--- src/rtl/spi_master.sv ---
// Byte-wide SPI master, mode 0 (SCLK idles low, MSB first), one byte per CS window.
// Host side: start/ready handshake, one-cycle done pulse, rx_data held until the next done.
// Optional feature macro: SPI_MASTER_BURST_EN -- when defined, a start seen in the last
// HOLD cycle chains the next byte without releasing CS.
module spi_master #(
  parameter int CLK_DIV    = 4,
  parameter int DATA_WIDTH = 8
) (
  input  logic                  clk,
  input  logic                  reset,
  input  logic                  start,
  input  logic [DATA_WIDTH-1:0] tx_data,
  output logic                  ready,
  output logic                  done,
  output logic [DATA_WIDTH-1:0] rx_data,
  output logic                  SCLK,
  output logic                  CS,
  output logic                  MOSI,
  input  logic                  MISO
);

  // Counter widths are kept at least one bit so CLK_DIV=1 still elaborates.
  localparam int CNT_W = (CLK_DIV > 1) ? $clog2(CLK_DIV) : 1;
  localparam int BIT_W = (DATA_WIDTH > 1) ? $clog2(DATA_WIDTH) : 1;

  // state | meaning
  // IDLE  | CS high, ready high, waiting for start
  // SETUP | CS low, SCLK low, first MOSI bit settling before the first rising edge
  // HIGH  | SCLK high half-period; slave samples MOSI
  // LOW   | SCLK low half-period between bits; MOSI already advanced
  // HOLD  | SCLK low after the last falling edge, CS still low
  typedef enum logic [2:0] {IDLE, SETUP, HIGH, LOW, HOLD} state_t;

  state_t                state;
  logic [CNT_W-1:0]      half_cnt;
  logic [BIT_W-1:0]      bit_cnt;
  logic [DATA_WIDTH-1:0] tx_shift;
  logic [DATA_WIDTH-1:0] rx_shift;
  logic                  last_half;

  assign last_half = (half_cnt == CNT_W'(CLK_DIV - 1));

  // Transfer FSM; every output is a register updated here.
  always_ff @(posedge clk) begin
    if (reset) begin
      state    <= IDLE;
      half_cnt <= '0;
      bit_cnt  <= '0;
      tx_shift <= '0;
      rx_shift <= '0;
      ready    <= 1'b1;
      done     <= 1'b0;
      rx_data  <= '0;
      SCLK     <= 1'b0;
      CS       <= 1'b1;
      MOSI     <= 1'b0;
    end else begin
      done <= 1'b0;
      if (state != IDLE)
        half_cnt <= last_half ? '0 : half_cnt + 1'b1;

      case (state)
        IDLE: begin
          if (start && ready) begin
            tx_shift <= tx_data;
            bit_cnt  <= '0;
            half_cnt <= '0;
            CS       <= 1'b0;
            ready    <= 1'b0;
            MOSI     <= tx_data[DATA_WIDTH-1];
            state    <= SETUP;
          end
        end

        SETUP, LOW: begin
          if (last_half) begin
            SCLK     <= 1'b1;
            rx_shift <= {rx_shift[DATA_WIDTH-2:0], MISO};
            state    <= HIGH;
          end
        end

        HIGH: begin
          if (last_half) begin
            SCLK <= 1'b0;
            if (bit_cnt == BIT_W'(DATA_WIDTH - 1)) begin
              state <= HOLD;
            end else begin
              bit_cnt  <= bit_cnt + 1'b1;
              tx_shift <= tx_shift << 1;
              MOSI     <= tx_shift[DATA_WIDTH-2];
              state    <= LOW;
            end
          end
        end

        HOLD: begin
          if (last_half) begin
            rx_data <= rx_shift;
            done    <= 1'b1;
`ifdef SPI_MASTER_BURST_EN
            if (start) begin
              // Chain the next byte: CS and ready stay low, done marks the byte boundary.
              tx_shift <= tx_data;
              bit_cnt  <= '0;
              MOSI     <= tx_data[DATA_WIDTH-1];
              state    <= SETUP;
            end else begin
              CS    <= 1'b1;
              ready <= 1'b1;
              MOSI  <= 1'b0;
              state <= IDLE;
            end
`else
            CS    <= 1'b1;
            ready <= 1'b1;
            MOSI  <= 1'b0;
            state <= IDLE;
`endif
          end
        end

        default: state <= IDLE;
      endcase
    end
  end

endmodule

--- config.mk ---
export PLATFORM = sky130hd
export DESIGN_NAME = spi_master
export DESIGN_NICKNAME = d
export VERILOG_FILES = /design/src/rtl/spi_master.sv
export SDC_FILE = /design/constraint.sdc
export NUM_CORES = 1
export LEC_CHECK = 0
export CORE_ASPECT_RATIO = 1.4
export CORE_UTILIZATION = 25
export DETAILED_ROUTE_END_ITERATION = 8
export PLACE_DENSITY = 0.45
export REMOVE_ABC_BUFFERS = 1
export SLEW_MARGIN = 20
export SYNTH_ARGS = -nofsm -noshare
export SYNTH_HDL_FRONTEND = slang
export SYNTH_SLANG_ARGS = --single-unit
--- constraint.sdc ---
create_clock -name clk -period 2.2 [get_ports clk]
set_clock_uncertainty 0.1 [all_clocks]
set_input_delay 0.44 -clock clk [delete_from_list [all_inputs] [get_ports clk]]
set_output_delay 0.44 -clock clk [all_outputs]
set_load 0.02 [all_outputs]
==> results.sh <==
export IMPL_clockBufferDepth=2
export IMPL_pin_count=25
export IMPL_slew_headroom_pct=46.1
export IMPL_totalWireLength_mm=2.98
export IMPL_tritoncts="done"
export IMPL_vias=1160
export IMPL_yosysMostFrequentCell="dfxtp_1"
export IMPL_period_share_pct=87.9
export IMPL_vias_per_cell=4.66
export IMPL_fillers=567
export IMPL_synth_ff_type="dfxtp_1"
export IMPL_grt_max_degree=21
export IMPL_synth_seq_area_share_pct=47.7
export IMPL_drc=0
export IMPL_synth_area_top_cells="dfxtp_1, mux2i_1, a22o_1, a21oi_1, nand2_1"
export IMPL_cts_sinks=35
export IMPL_die_area_um2=6190
export IMPL_drtIter0Drc=34
export IMPL_grt_pass1_wl_mm=4.98
export IMPL_synth_top_area_share_pct=47.7
export IMPL_drv_slew=0
export IMPL_switching_share_pct=24.7
export IMPL_hold_violations=0
export IMPL_cts_resized_gates=0
export IMPL_placed_area_um2=1800
export IMPL_timing_hold_ws_ps=361
export IMPL_insertion_delay_ps=280
export IMPL_first_pass_iters=4
export IMPL_critPathMaxFanout=16
export IMPL_track_usage_pct=10.9
export IMPL_num_nets_final=195
export IMPL_io_buffers=24
export IMPL_gp_congestion=0.690
export IMPL_max_freq_ghz=0.517
export IMPL_die_x_um=66.8
export IMPL_synth_common_cells="dfxtp_1, nand2_1, nor2_1"
export IMPL_postCtsHoldBufs=0
export IMPL_synthArstFlopShare_pct=0
export IMPL_p_leak_nw=0.677
export IMPL_required_ps=2280
export IMPL_fp_row_count=32
export IMPL_dp_hpwl_mm=2.16
export IMPL_drv_cap=0
export IMPL_synth_warning_count=0
export IMPL_antenna_cells=0
export IMPL_htreeDepth=2
export IMPL_clk_pin_slew_worst_paths_ps=70
export IMPL_worst_pin_slew_ps=808
export IMPL_ir_drop_mv=0.193
export IMPL_initial_core_util_pct=26.4
export IMPL_p_per_area_nw_per_um2=658
export IMPL_p_seq_share_pct=54.3
export IMPL_worstReg2RegStart="bit_cnt[0]"
export IMPL_p_int_mw=0.935
export IMPL_wl_per_cell_um=12.0
export IMPL_drive_gt1_share_pct=12.7
export IMPL_cts_root_buf="clkbuf_8"
export IMPL_hold_class="reg2reg"
export IMPL_crit_type="reg2reg"
export IMPL_layout_area_overhead_vs_synth_pct=28.5
export IMPL_ys_seq_elements=35
export IMPL_synth_cell_types=33
export IMPL_period_needed_ps=1930
export IMPL_syn_inst=153
export IMPL_setup_viol=0
export IMPL_die_y_um=92.7
export IMPL_fin_area_um2=1890
export IMPL_synth_top_area_cell="dfxtp_1"
export IMPL_p_clk_share_pct=35.6
export IMPL_hold_start="SCLK"
export IMPL_synth_edff_count=0
export IMPL_syn_avg_cell_area_um2=9.59
export IMPL_rsz0062_at_grt="no"
export IMPL_status="finished clean"
export IMPL_overflow=0
export IMPL_cts_buffers=5
export IMPL_mappedNetlistArea_um2=1470
export IMPL_worstSetupStartpoint="bit_cnt[0]"
export IMPL_p_comb_share_pct=10.1
export IMPL_cp_arrival_ps=2010
export IMPL_tns_ps=0
export IMPL_power_switching_mw=0.306
export IMPL_grt_pass1_vias=1095
export IMPL_cp_start_kind="flop"
export IMPL_core_um2=5570
export IMPL_post_cts_buffers=0
export IMPL_cp_end_kind="flop"
export IMPL_ant_nets=0
export IMPL_antenna_found_initial=0
==> through the flow <==
step                      std cells  power (mW)  utilization [%]  worst slack [ps]
after floorplan                 142       0.749                -               149
final                           249        1.24             33.9               267
after global routing            249        1.31             33.9               163
after CTS                       249        1.27             33.9               251
after global placement          241       0.812             32.4               169
after detailed placement        241       0.816             32.4               146
==> layout by cell type (no fill, tap or decap), drive strengths merged <==
master and n:
a211o 1, a211oi 7, a21o 1, a21oi 12
a22o 8, a22oi 1, a311oi 1, a31oi 3
and2 2, buf 7, clkbuf 5, clkdlybuf4s50 24
clkinv 3, dfxtp 35, ha 3, inv 1
mux2i 10, nand2 16, nand2b 2, nand3 10
nand3b 3, nor2 14, nor2b 3, nor3 5
nor3b 2, o21ai 1, o2bb2ai 1
==> worst paths after layout <==
check / end / slack (ps) / cells after the start
max: bit_cnt[1] / 270 / 7
min: SCLK / 360 / 2
max reg2reg: bit_cnt[1] / 270 / 7
min reg2reg: SCLK / 360 / 2
==> final cells by class <==
cell class / count / area (um^2) / area share [%]
clock buffer: 5 / 68.8 / 3.65
multi-input combinational: 106 / 707 / 37.5
clock inverter: 3 / 15.0 / 0.796
sequential: 35 / 701 / 37.2
timing repair buffer: 31 / 305 / 16.2
inverter: 1 / 3.75 / 0.199
tap: 68 / 85.1 / 4.51
==> metal layers <==
layer	wire length (um)	global-route usage (%)	vias up
met2	1520	18.5	25
met5	0	0	-
met4	55	5.32	0
li1	-	-	594
met1	1290	11.6	536
met3	112	3.69	5
==> power groups by stage <==
| stage | combinational (mW) | clock [mW] | sequential [mW] |
|---|---|---|---|
| final | 0.126 | 0.442 | 0.674 |
| after global routing | 0.137 | 0.490 | 0.677 |
| after CTS | 0.127 | 0.466 | 0.674 |
| after detailed placement | 0.127 | 0 | 0.689 |
| after global placement | 0.125 | 0 | 0.688 |
| after floorplan | 0.0588 | 0 | 0.690 |
==> cell families (layout without fill, tap and decap cells) <==
logic type	count (synthesis)	in the layout	share of synthesized area [%]
adder cells (fa/ha/maj)	3	3	2.56
AND/OR/NAND/NOR	57	57	19.7
multiplexers	10	10	6.82
AO/OA/AOI/OAI	36	36	19.1
buffers and inverters	12	40	4.09
flip-flops	35	35	47.7
==> flip-flops by register name, indices dropped and copies added (netlist names) <==
register,count
rx_data,8
rx_shift,8
tx_shift,7
bit_cnt,3
state,3
half_cnt,2
CS,1
MOSI,1
SCLK,1
done,1
==> critical path: stages, from the launching register on <==
cell and delay (ps):
dfxtp_1 330, ha_1 200, ha_1 220, nand3b_2 250, a211oi_4 300, buf_12 190
mux2i_1 190, nor2_1 50
Power figures use the tool's default switching activity.
